### config.mk
export PLATFORM = sky130hd
export DESIGN_NAME = alu_mc
export DESIGN_NICKNAME = d
export VERILOG_FILES = /design/src/rtl/alu_mc.sv
export SDC_FILE = /design/constraint.sdc
export NUM_CORES = 1
export LEC_CHECK = 0
export BUFFER_PORTS_ARGS = -buffer_cell sky130_fd_sc_hd__buf_2
export CAP_MARGIN = 25
export CELL_PAD_IN_SITES_DETAIL_PLACEMENT = 1
export CELL_PAD_IN_SITES_GLOBAL_PLACEMENT = 2
export CORE_MARGIN = 1.5
export CORE_UTILIZATION = 37
export DETAILED_ROUTE_END_ITERATION = 10
export GPL_TIMING_DRIVEN = 0
export PLACE_DENSITY = 0.82
export SLEW_MARGIN = 20
export SYNTH_ARGS = -nofsm -noshare
export SYNTH_HDL_FRONTEND = slang
export SYNTH_SLANG_ARGS = --single-unit
### constraint.sdc
create_clock -name clk -period 6.36 [get_ports clk]
set_input_delay 0.954 -clock clk [delete_from_list [all_inputs] [get_ports clk]]
set_output_delay 0.954 -clock clk [all_outputs]
set_load 0.05 [all_outputs]
### src/rtl/alu_mc.sv
// Multi-cycle WIDTH-bit ALU (ADD/SUB/AND/OR/XOR/SLT 1 edge, MUL/MULHU WIDTH+1 edges incl. accept) with registered NZCV.
// Valid/ready on both sides; a stalled consumer holds DONE and drops in_ready, back-pressuring issue.
module alu_mc #(
  parameter int WIDTH = 32
) (
  input  logic             clk,
  input  logic             rst,
  input  logic             in_valid,
  output logic             in_ready,
  input  logic [WIDTH-1:0] a,
  input  logic [WIDTH-1:0] b,
  input  logic [2:0]       control,
  output logic             out_valid,
  input  logic             out_ready,
  output logic [WIDTH-1:0] result,
  output logic [3:0]       flags
);

  localparam int CW = $clog2(WIDTH);

  typedef enum logic [1:0] {
    S_IDLE = 2'd0,
    S_MUL  = 2'd1,
    S_DONE = 2'd2
  } state_t;

  state_t             r_state;
  state_t             w_next;
  logic [WIDTH-1:0]   r_result;
  logic [3:0]         r_flags;
  logic [2*WIDTH-1:0] r_acc;
  logic [2*WIDTH-1:0] r_mcand;
  logic [WIDTH-1:0]   r_mplier;
  logic [CW-1:0]      r_cnt;
  logic               r_hi;

  logic               w_idle;
  logic               w_in_ready;
  logic               w_accept;
  logic               w_is_mul;
  logic               w_mul_last;
  logic [WIDTH:0]     w_add;
  logic [WIDTH:0]     w_sub;
  logic               w_add_v;
  logic               w_sub_v;
  logic [WIDTH-1:0]   w_alu_res;
  logic               w_alu_c;
  logic               w_alu_v;
  logic [2*WIDTH-1:0] w_acc_next;
  logic [WIDTH-1:0]   w_mul_res;

  // Any encoding other than MUL/DONE behaves as IDLE.
  always_comb begin
    w_idle     = (r_state != S_MUL) && (r_state != S_DONE);
    w_in_ready = w_idle || ((r_state == S_DONE) && out_ready);
    w_accept   = in_valid && w_in_ready;
    w_is_mul   = (control[2:1] == 2'b11);
    w_mul_last = (r_state == S_MUL) && (r_cnt == '0);
  end

  always_comb begin
    w_next = S_IDLE;
    case (r_state)
      S_MUL: w_next = w_mul_last ? S_DONE : S_MUL;
      S_DONE: begin
        if (w_accept)       w_next = w_is_mul ? S_MUL : S_DONE;
        else if (out_ready) w_next = S_IDLE;
        else                w_next = S_DONE;
      end
      default: begin
        if (w_accept) w_next = w_is_mul ? S_MUL : S_DONE;
      end
    endcase
  end

  always_comb begin
    w_add     = {1'b0, a} + {1'b0, b};
    w_sub     = {1'b0, a} + {1'b0, ~b} + {{WIDTH{1'b0}}, 1'b1};
    w_add_v   = (a[WIDTH-1] == b[WIDTH-1]) && (w_add[WIDTH-1] != a[WIDTH-1]);
    w_sub_v   = (a[WIDTH-1] != b[WIDTH-1]) && (w_sub[WIDTH-1] != a[WIDTH-1]);
    w_alu_res = '0;
    w_alu_c   = 1'b0;
    w_alu_v   = 1'b0;
    case (control)
      3'b000: begin w_alu_res = w_add[WIDTH-1:0]; w_alu_c = w_add[WIDTH]; w_alu_v = w_add_v; end
      3'b001: begin w_alu_res = w_sub[WIDTH-1:0]; w_alu_c = w_sub[WIDTH]; w_alu_v = w_sub_v; end
      3'b010: w_alu_res = a & b;
      3'b011: w_alu_res = a | b;
      3'b100: w_alu_res = a ^ b;
      3'b101: w_alu_res = {{(WIDTH-1){1'b0}}, w_sub[WIDTH-1] ^ w_sub_v};
      default: w_alu_res = '0;
    endcase
  end

  // Shift-add: the multiplicand walks left while the multiplier walks right.
  always_comb begin
    w_acc_next = r_acc + (r_mplier[0] ? r_mcand : '0);
    w_mul_res  = r_hi ? w_acc_next[2*WIDTH-1:WIDTH] : w_acc_next[WIDTH-1:0];
  end

  always_ff @(posedge clk) begin
    if (rst) begin
      r_state  <= S_IDLE;
      r_result <= '0;
      r_flags  <= '0;
      r_acc    <= '0;
      r_mcand  <= '0;
      r_mplier <= '0;
      r_cnt    <= '0;
      r_hi     <= 1'b0;
    end else begin
      r_state <= w_next;
      if (w_accept) begin
        if (w_is_mul) begin
          r_mcand  <= {{WIDTH{1'b0}}, a};
          r_mplier <= b;
          r_acc    <= '0;
          r_cnt    <= CW'(WIDTH - 1);
          r_hi     <= control[0];
        end else begin
          r_result <= w_alu_res;
          r_flags  <= {w_alu_res[WIDTH-1], (w_alu_res == '0), w_alu_c, w_alu_v};
        end
      end else if (r_state == S_MUL) begin
        r_acc    <= w_acc_next;
        r_mcand  <= r_mcand << 1;
        r_mplier <= r_mplier >> 1;
        r_cnt    <= r_cnt - CW'(1);
        if (w_mul_last) begin
          r_result <= w_mul_res;
          r_flags  <= {w_mul_res[WIDTH-1], (w_mul_res == '0), 2'b00};
        end
      end
    end
  end

  assign in_ready  = w_in_ready;
  assign out_valid = (r_state == S_DONE);
  assign result    = r_result;
  assign flags     = r_flags;

endmodule

==> results of run 1 <==
[worst max path at each step]
stage	depth (start not counted)	slack [ns]	endpoint
5_1_grt	27	-0.03	flags[2]$_SDFFE_PP0P_
3_5_place_dp	27	-1.34	flags[2]$_SDFFE_PP0P_
6_report	27	0.22	flags[2]$_SDFFE_PP0P_
4_1_cts	27	0.09	flags[2]$_SDFFE_PP0P_
3_3_place_gp	27	-1.31	flags[2]$_SDFFE_PP0P_
2_1_floorplan	27	1.11	flags[2]$_SDFFE_PP0P_
[repair_timing]
item	CTS	global route
pin swaps	1	4
endpoints found under the setup margin	1	1
buffers inserted	1	3
hold buffers	0	0
gates resized for setup	7	4
[layout by cell type, fill, tap and decap left out, drive strengths merged, types with 43 or more instances in the layout]
| cell type | n |
|---|---|
| a21oi | 295 |
| nor2 | 280 |
| nand2 | 217 |
| dfxtp | 203 |
| clkbuf | 177 |
| ha | 173 |
| a22oi | 168 |
| buf | 149 |
| inv | 118 |
| o21ai | 116 |
| and2 | 77 |
| xnor2 | 54 |
| nand4 | 43 |
[cells by family (layout without fill, tap and decap cells)]
kind of cell | after synthesis | count (layout)
XOR/XNOR | 80 | 80
AND/OR/NAND/NOR | 778 | 778
buffers and inverters | 296 | 456
adder cells (fa/ha/maj) | 177 | 177
AO/OA/AOI/OAI | 901 | 901
multiplexers | 23 | 23
flip-flops | 203 | 203
[critical path, cell delays in order]
cell and delay [ns]:
buf_2 0.19, inv_1 0.11, ha_1 0.35, o21bai_1 0.24
o211ai_1 0.29, a211oi_4 0.35, nand3_2 0.19, a21o_1 0.25
a31oi_4 0.28, a31oi_4 0.21, o21ai_0 0.19, a21oi_1 0.11
nor2_1 0.09, o21ai_0 0.08, nand2b_1 0.13, fa_1 0.29
o221ai_1 0.17, a211oi_2 0.30, nand3_1 0.13, nor4_1 0.21
nand4_1 0.17, nor4_2 0.21, nand4_1 0.19, nor4_2 0.28
nand4_1 0.20, nor4_4 0.32, a311o_1 0.16
[registers in the layout, summed over array words and instances (netlist names)]
register	count
r_acc	64
r_mcand	64
r_mplier	32
result	32
r_cnt	5
flags	3
r_state	2
r_hi	1
[metal layers]
layer	up-vias	part of all wire, %	track usage (%)
li1	9264	-	-
met1	10200	43	42.9
met2	664	48	58.1
met3	159	5.4	4.39
met4	2	4.0	12.8
met5	-	0.015	0
[through the flow]
stage / instance area, µm² / cells / setup WS [ns] / TNS (ns)
finish: 20300 / 3233 / 0.219 / 0
global route: 20300 / 3233 / -0.0329 / -0.0329
CTS: 20300 / 3230 / 0.0927 / 0
detailed placement: 19300 / 3180 / -1.34 / -1.34
global placement: 19300 / 3179 / -1.31 / -1.31
floorplan: 18000 / 2458 / 1.11 / 0
[final cells by class]
type	count	area, µm²
buffer	179	708
clock buffer	36	729
clock inverter	13	166
fill	6059	27500
inverter	117	439
multi-input combinational	1959	12900
sequential	203	4060
tap	615	769
timing repair buffer	111	572
[power groups by stage]
stage / clock network [W] / registers [W] / logic [W]
CTS: 0.00163 / 0.00134 / 0.000964
floorplan: 0 / 0.00142 / 0.000546
global placement: 0 / 0.00137 / 0.000936
finish: 0.00161 / 0.00135 / 0.000990
global route: 0.00167 / 0.00135 / 0.00105
detailed placement: 0 / 0.00137 / 0.000952
==> results.json, run 1 <==
{
  "die_y_um": 224,
  "synth_xor_xnor_area_share_pct": 3.89,
  "fin_skew_ns": 0.0152,
  "yosysMostFrequentCell": "a21oi_1",
  "cts_buffer_depth": 3,
  "synthCells": 2458,
  "avgSynthCellArea_um2": 7.33,
  "irDropWorstVdd_mv": 0.175,
  "synth_fp_nets": 2706,
  "first_global_vias": 20400,
  "power_w": 0.00394,
  "path_clk_slew_ns": 0.06,
  "antenna_found_initial": 1,
  "reg2reg_from": "r_mplier[0]$_SDFFE_PP0P_",
  "htreeDepth": 1,
  "whs_path_depth": 2,
  "final_util_pct": 42.5,
  "holdWs_ns": 0.458,
  "gr-total-overflow": 0,
  "synth-simple-area-share_pct": 20.0,
  "ys_seq_area_share_pct": 22.6,
  "worst_hold_path.endpoint": "r_mplier[18]$_SDFFE_PP0P_",
  "synth_compound_area_share_pct": 33.4,
  "status": "finished, final reports clean",
  "synthMuxAreaShare_pct": 1.34,
  "ys_top_cells_by_count": "a21oi_1 (295), nor2_1 (279), nand2_1 (217), dfxtp_1 (203), ha_1 (173)",
  "slew_viol_final": 0,
  "max_freq_mhz": 163,
  "seqPwrFrac_pct": 34.1,
  "die_w_um": 224,
  "internal-power_w": 0.00253,
  "relSlewSlack_pct": 22.0,
  "die-area_um2": 50000,
  "worstPathArrival_ns": 6.67,
  "startpoint_type": "input port",
  "grt_pass1_wl_um": 128000,
  "via_per_inst": 6.27,
  "grt_start_max_net_pins": 15,
  "cts_root_buf": "clkbuf_16",
  "drt_iter0_drc": 1598,
  "synthToLayoutAreaGrowth_pct": 12.8,
  "grtUsageTotal_pct": 33.8,
  "path_class": "input port to register",
  "switching_share_pct": 36.0,
  "synth-adder-area-share_pct": 12.5,
  "crit_path_end_kind": "register",
  "post-route-drc-count": 0,
  "drt_wl_total_um": 86700,
  "core_um2": 47800,
  "synthTopCellsByArea": "dfxtp_1 (23%), ha_1 (12%), a21oi_1 (8.2%)",
  "antenna_left": 0,
  "finalHoldViolCount": 0,
  "switchingPower_w": 0.00142,
  "fin_crit_sh_pct": 96.6,
  "hp-start": "r_mplier[18]$_SDFFE_PP0P_",
  "synth.distinct_cells": 96,
  "leakage_nw": 8.18,
  "cts_inserted_buffers": 27,
  "clock-sinks": 203,
  "initial_core_util_pct": 37.6,
  "synth_flop_cell": "dfxtp_1",
  "ys_ff_latch": 203,
  "wl_per_cell_um": 26.8,
  "layout_min_cycle_time_ns": 6.14,
  "synth_largest_area_cell": "dfxtp_1",
  "power_density_nw_per_um2": 194,
  "nets": 2846,
  "port_buffers": 106,
  "worst_ep_required_time_ns": 6.89,
  "combPwrFrac_pct": 25.1,
  "startpoint": "a[1]",
  "rr_endpoint": "flags[2]$_SDFFE_PP0P_",
  "drive_above_1_share_pct": 8.82,
  "gp_congestion": 0.965,
  "yosysWarnings": 0,
  "clock_latency_ns": 0.59,
  "syn_area_um2": 18000,
  "p_clk_share_pct": 40.8,
  "worst-path-max-fanout": 7,
  "maxCapViolCount": 0,
  "dp_hpwl_um": 70200,
  "reg2reg_depth": 17,
  "reg2reg_setup_slack_ns": 0.62,
  "synthArstFlopShare_pct": 0,
  "vias": 20300,
  "io_pins": 109,
  "hp-class": "register to register",
  "synth_top_family_by_area": "compound AO/OA/AOI/OAI gates",
  "setup_violations": 0,
  "drt_pass1_iterations": 7,
  "synth_top_area_share_pct": 22.6,
  "fp-row-count": 80,
  "diodes": 0,
  "worst_pin_slew_ns": 1.16,
  "synth-edff-count": 0,
  "cts_tree": "built"
}
Power figures use the tool's default switching activity.
==> run 2, diff against run 1 <==
--- a/config.mk
+++ b/config.mk
@@ -14,6 +14,7 @@
 export DETAILED_ROUTE_END_ITERATION = 10
 export GPL_TIMING_DRIVEN = 0
 export PLACE_DENSITY = 0.82
+export RECOVER_POWER = 25
 export SLEW_MARGIN = 20
 export SYNTH_ARGS = -nofsm -noshare
 export SYNTH_HDL_FRONTEND = slang
==> results.json, run 2 (synthesis gave the netlist of run 1 again) <==
{
  "die_w_um": 224,
  "crit_top_cell": "nand4_1",
  "vias": 20300,
  "nets": 2846,
  "cts_tree": "built",
  "leakage_nw": 8.03,
  "final_util_pct": 42.4,
  "layout_min_cycle_time_ns": 6.13,
  "path_clk_slew_ns": 0.06,
  "stdcell_count": 3234,
  "via_per_inst": 6.27,
  "power_w": 0.00393,
  "drt_pass1_iterations": 6,
  "cts_buffer_depth": 3,
  "dpl_cell_area_um2": 19300,
  "design_area_um2": 20300,
  "max_freq_mhz": 163,
  "critPathMaxStageDelay_ns": 0.36,
  "clock-sinks": 203,
  "grt_pass1_wl_um": 128000,
  "crit_path_end_kind": "register",
  "final_cell_mix": "a21oi_1 (295), nor2_1 (279), nand2_1 (217)",
  "reg2reg_from": "r_mplier[0]$_SDFFE_PP0P_",
  "gp_congestion": 0.965,
  "die_y_um": 224,
  "drt_wl_total_um": 86900,
  "worstSetupEndpoint": "flags[2]$_SDFFE_PP0P_",
  "antenna_found_initial": 0,
  "initial_core_util_pct": 37.6,
  "reg2reg_depth": 17,
  "worst_pin_slew_ns": 1.13,
  "cpMaxStageDelayCell": "a211oi_4",
  "synthToLayoutAreaGrowth_pct": 12.6,
  "hp-class": "register to register",
  "irDropWorstVdd_mv": 0.176,
  "setup_violations": 0,
  "fp-row-count": 80,
  "startpoint_type": "input port",
  "cts_inserted_buffers": 27,
  "clock_latency_ns": 0.59,
  "port_buffers": 106,
  "drt_iter0_drc": 1556,
  "wl_per_cell_um": 26.9,
  "worstPathArrival_ns": 6.65,
  "core_um2": 47800,
  "grt_start_max_net_pins": 15,
  "path_class": "input port to register",
  "dpl.cell_count": 3180,
  "relSlewSlack_pct": 23.6,
  "layout_commonest_cell": "a21oi_1",
  "cts_root_buf": "clkbuf_16",
  "finalHoldViolCount": 0,
  "use_met1_pct": 42.9,
  "grtUsageTotal_pct": 33.8,
  "rr_endpoint": "flags[2]$_SDFFE_PP0P_",
  "fin_skew_ns": 0.0135,
  "drive_above_1_share_pct": 7.37,
  "antenna_left": 0,
  "slew_viol_final": 0,
  "reg2reg_setup_slack_ns": 0.58,
  "worst-path-max-fanout": 7,
  "cpLargestDelayFamily": "compound AO/OA/AOI/OAI gates",
  "startpoint": "a[1]",
  "met2_usage_pct": 58.1,
  "status": "finished, final reports clean",
  "die-area_um2": 50000,
  "crit_cells": 27,
  "top_usage_layer": "met2",
  "crit_buf_inv": 2,
  "power_density_nw_per_um2": 194,
  "gr-total-overflow": 0,
  "worst_ep_required_time_ns": 6.88,
  "io_pins": 109,
  "hold_buffers": 0,
  "maxCapViolCount": 0,
  "first_global_vias": 20400,
  "reg_top3": "r_acc: 64 flops, r_mcand: 64 flops",
  "post-route-drc-count": 0,
  "dp_hpwl_um": 70200,
  "fin_crit_sh_pct": 96.3,
  "htreeDepth": 1,
  "grtUsageMet3_pct": 4.39,
  "holdWs_ns": 0.457
}
==> run 2: area by class of cell <==
type                            count  area (µm²)
Antenna cell                        1        2.50
Clock buffer                       36         729
Clock inverter                     13         166
Timing Repair Buffer              111         524
Multi-Input combinational cell   1959       12900
Fill cell                        6073       27600
Inverter                          117         439
Tap cell                          615         769
Buffer                            179         708
Sequential cell                   203        4060
==> run 2: what timing repair did <==
action                     CTS  global route
pin swaps                    1             4
buffers inserted             1             3
resized for setup            7             4
setup endpoints to repair    1             1
==> run 2: how the worst min path moves through the flow <==
stage                                         start                        end  slack [ns]  depth (start not counted)
after floorplan              r_acc[49]$_SDFFE_PP0P_     r_acc[49]$_SDFFE_PP0P_        0.44                          2
after global placement     r_mplier[4]$_SDFFE_PP0P_   r_mplier[4]$_SDFFE_PP0P_        0.44                          2
after detailed placement  r_mplier[18]$_SDFFE_PP0P_  r_mplier[18]$_SDFFE_PP0P_        0.45                          2
after CTS                 r_mplier[20]$_SDFFE_PP0P_  r_mplier[20]$_SDFFE_PP0P_        0.46                          2
after global routing       r_mplier[1]$_SDFFE_PP0P_   r_mplier[1]$_SDFFE_PP0P_        0.48                          2
final                     r_mplier[18]$_SDFFE_PP0P_  r_mplier[18]$_SDFFE_PP0P_        0.46                          2
==> run 2: per-stage QoR <==
step / worst slack, ns / TNS (ns)
6_report: 0.233 / 0
5_1_grt: -0.0329 / -0.0329
4_1_cts: 0.0927 / 0
3_5_place_dp: -1.34 / -1.34
3_3_place_gp: -1.31 / -1.31
2_1_floorplan: 1.11 / 0
==> run 2: routing by layer <==
metal	share of wire, %	vias to the layer above
li1	-	9261
met4	4.0	0
met1	43	10200
met5	0	-
met3	5.6	155
met2	47	684
==> run 2: where the power goes <==
part	internal (W)	leakage, nW	switching (W)	total, W
logic	0.000280	5.95	0.000705	0.000985
registers	0.00131	1.64	0.0000373	0.00135
clock network	0.000932	0.432	0.000671	0.00160
==> run 2: worst register-to-register path, stage by stage (launching register included) <==
cell and delay, ns:
dfxtp_1 0.43, clkbuf_1 0.63, clkbuf_1 0.47, and2_0 0.20
ha_1 0.28, fa_1 0.30, a211oi_1 0.13, o21ai_2 0.37
o211ai_1 0.21, o31a_1 0.31, a21bo_2 0.32, a31oi_2 0.25
o31ai_1 0.31, xor2_1 0.16, mux2_2 0.36, a2111oi_0 0.52
and4_1 0.35, a311o_1 0.13
==> run 3, diff against run 2 <==
--- a/config.mk
+++ b/config.mk
@@ -13,7 +13,7 @@
 export CORE_UTILIZATION = 37
 export DETAILED_ROUTE_END_ITERATION = 10
 export GPL_TIMING_DRIVEN = 0
-export PLACE_DENSITY = 0.82
+export PLACE_DENSITY_LB_ADDON = 0.12
 export RECOVER_POWER = 25
 export SLEW_MARGIN = 20
 export SYNTH_ARGS = -nofsm -noshare
==> results.json, run 3 (synthesis gave the netlist of run 1 again) <==
{
  "switching_share_pct": 36.2,
  "crit_path_end_kind": "register",
  "vias": 20100,
  "worstPathArrival_ns": 6.67,
  "drt_wl_total_um": 87200,
  "die-area_um2": 50000,
  "fp-row-count": 80,
  "reg_top3": "r_acc: 64 flops, r_mcand: 64 flops",
  "final_cell_mix": "a21oi_1 (295), nor2_1 (279), nand2_1 (217)",
  "antenna_left": 0,
  "layout_commonest_cell": "a21oi_1",
  "leakage_nw": 8.00,
  "via_per_inst": 6.21,
  "gp_congestion": 0.955,
  "synthToLayoutAreaGrowth_pct": 12.3,
  "path_class": "input port to register",
  "reg2reg_depth": 17,
  "worst_ep_required_time_ns": 6.90,
  "setup_violations": 0,
  "switchingPower_w": 0.00141,
  "cts_tree": "built",
  "wl_per_cell_um": 27.0,
  "first_global_vias": 20300,
  "core_um2": 47800,
  "power_w": 0.00390,
  "finalSetupTns_ns": 0,
  "drt_pass1_iterations": 7,
  "drive_above_1_share_pct": 7.19,
  "post-route-drc-count": 0,
  "layout_min_cycle_time_ns": 6.13,
  "seqPwrFrac_pct": 34.6,
  "slew_viol_final": 0,
  "grtUsageTotal_pct": 34.0,
  "port_buffers": 106,
  "worst-path-max-fanout": 7,
  "status": "finished, final reports clean",
  "initial_core_util_pct": 37.6,
  "worst_pin_slew_ns": 1.16,
  "fin_skew_ns": 0.0136,
  "maxCapViolCount": 0,
  "dp_hpwl_um": 71200,
  "drt_iter0_drc": 1606,
  "max_freq_mhz": 163,
  "cts_root_buf": "clkbuf_16",
  "p_clk_share_pct": 40.3,
  "cts_inserted_buffers": 27,
  "finalHoldViolCount": 0,
  "relSlewSlack_pct": 21.4,
  "startpoint_type": "input port",
  "grt_start_max_net_pins": 15,
  "final_util_pct": 42.3,
  "hp-class": "register to register",
  "whs_path_depth": 2,
  "gr-total-overflow": 0,
  "path_clk_slew_ns": 0.06,
  "combPwrFrac_pct": 25.1,
  "clock-sinks": 203,
  "die_w_um": 224,
  "irDropWorstVdd_mv": 0.245,
  "htreeDepth": 1,
  "power_density_nw_per_um2": 193,
  "grt_pass1_wl_um": 129000,
  "die_y_um": 224,
  "clock_latency_ns": 0.60,
  "nets": 2843,
  "fin_crit_sh_pct": 96.4,
  "io_pins": 109,
  "cts_buffer_depth": 3,
  "internal-power_w": 0.00249,
  "antenna_found_initial": 0
}
run 3: changes by cell type in the layout (fill, tap and decap cells not counted), moves of 2 or more:
cell,before,now
a31oi_2,1,3
bufinv_16,3,1
clkinv_2,5,1
clkbuf_8,2,6
a31oi_4,2,0
clkinv_4,0,4
buf_4,6,3
run 3: metrics by stage:
stage                     std cells  worst slack, ns  cell area, µm²  hold slack [ns]
after CTS                      3231           0.0319           20200            0.459
after global placement         3179           -0.784           19300            0.442
after detailed placement       3180           -0.845           19300            0.450
after floorplan                2458             1.11           18000            0.436
after global routing           3231         -0.00477           20200            0.476
final                          3232            0.229           20200            0.457
run 3: what timing repair did:
item                       4_1_cts  5_1_grt
hold buffers                     0        0
setup buffers                    1        0
setup endpoints to repair        1        1
gates resized for setup          2        5
pin swaps                        1        0
run 3: worst paths after layout:
check / from / endpoint / slack [ns]
hold / removal: r_mplier[7]$_SDFFE_PP0P_ / r_mplier[7]$_SDFFE_PP0P_ / 0.46
setup reg to reg: r_mplier[0]$_SDFFE_PP0P_ / flags[2]$_SDFFE_PP0P_ / 0.54
setup / recovery: a[1] / flags[2]$_SDFFE_PP0P_ / 0.23
hold reg to reg: r_mplier[7]$_SDFFE_PP0P_ / r_mplier[7]$_SDFFE_PP0P_ / 0.46
run 3: cell type report:
type / count / area (µm²)
multi-input cells: 1959 / 12800
flip-flops and latches: 203 / 4060
clock buffers: 41 / 788
plain buffers: 179 / 707
clock inverters: 9 / 105
repair buffers: 108 / 502
well taps: 615 / 769
diodes: 1 / 2.50
fillers: 6093 / 27600
inverters: 117 / 439
run 3: worst max-delay path, stage by stage:
cell and delay (ns):
buf_2 0.20, inv_1 0.11, ha_1 0.35, o21bai_1 0.21
o211ai_1 0.27, a211oi_4 0.36, nand3_1 0.26, a21o_1 0.27
a31oi_2 0.29, a31oi_2 0.22, o21ai_0 0.20, a21oi_1 0.10
nor2_1 0.08, o21ai_0 0.09, nand2b_1 0.12, fa_1 0.25
o221ai_1 0.15, a211oi_2 0.33, nand3_1 0.13, nor4_1 0.26
nand4_1 0.15, nor4_1 0.21, nand4_1 0.19, nor4_2 0.36
nand4_1 0.16, nor4_2 0.25, a311o_1 0.14
run 3: power by group through the flow:
stage	Clock [W]	Combinational [W]	Sequential, W
after global routing	0.00164	0.00104	0.00135
after detailed placement	0	0.000954	0.00137
after global placement	0	0.000940	0.00137
after floorplan	0	0.000546	0.00142
final	0.00157	0.000979	0.00135
after CTS	0.00161	0.000961	0.00134
run 3: per-layer routing:
layer  part of all wire [%]  track usage, %
met5                      0               0
met1                     43            42.9
met2                     47            58.5
met3                    5.2            4.04
met4                    4.7            14.7
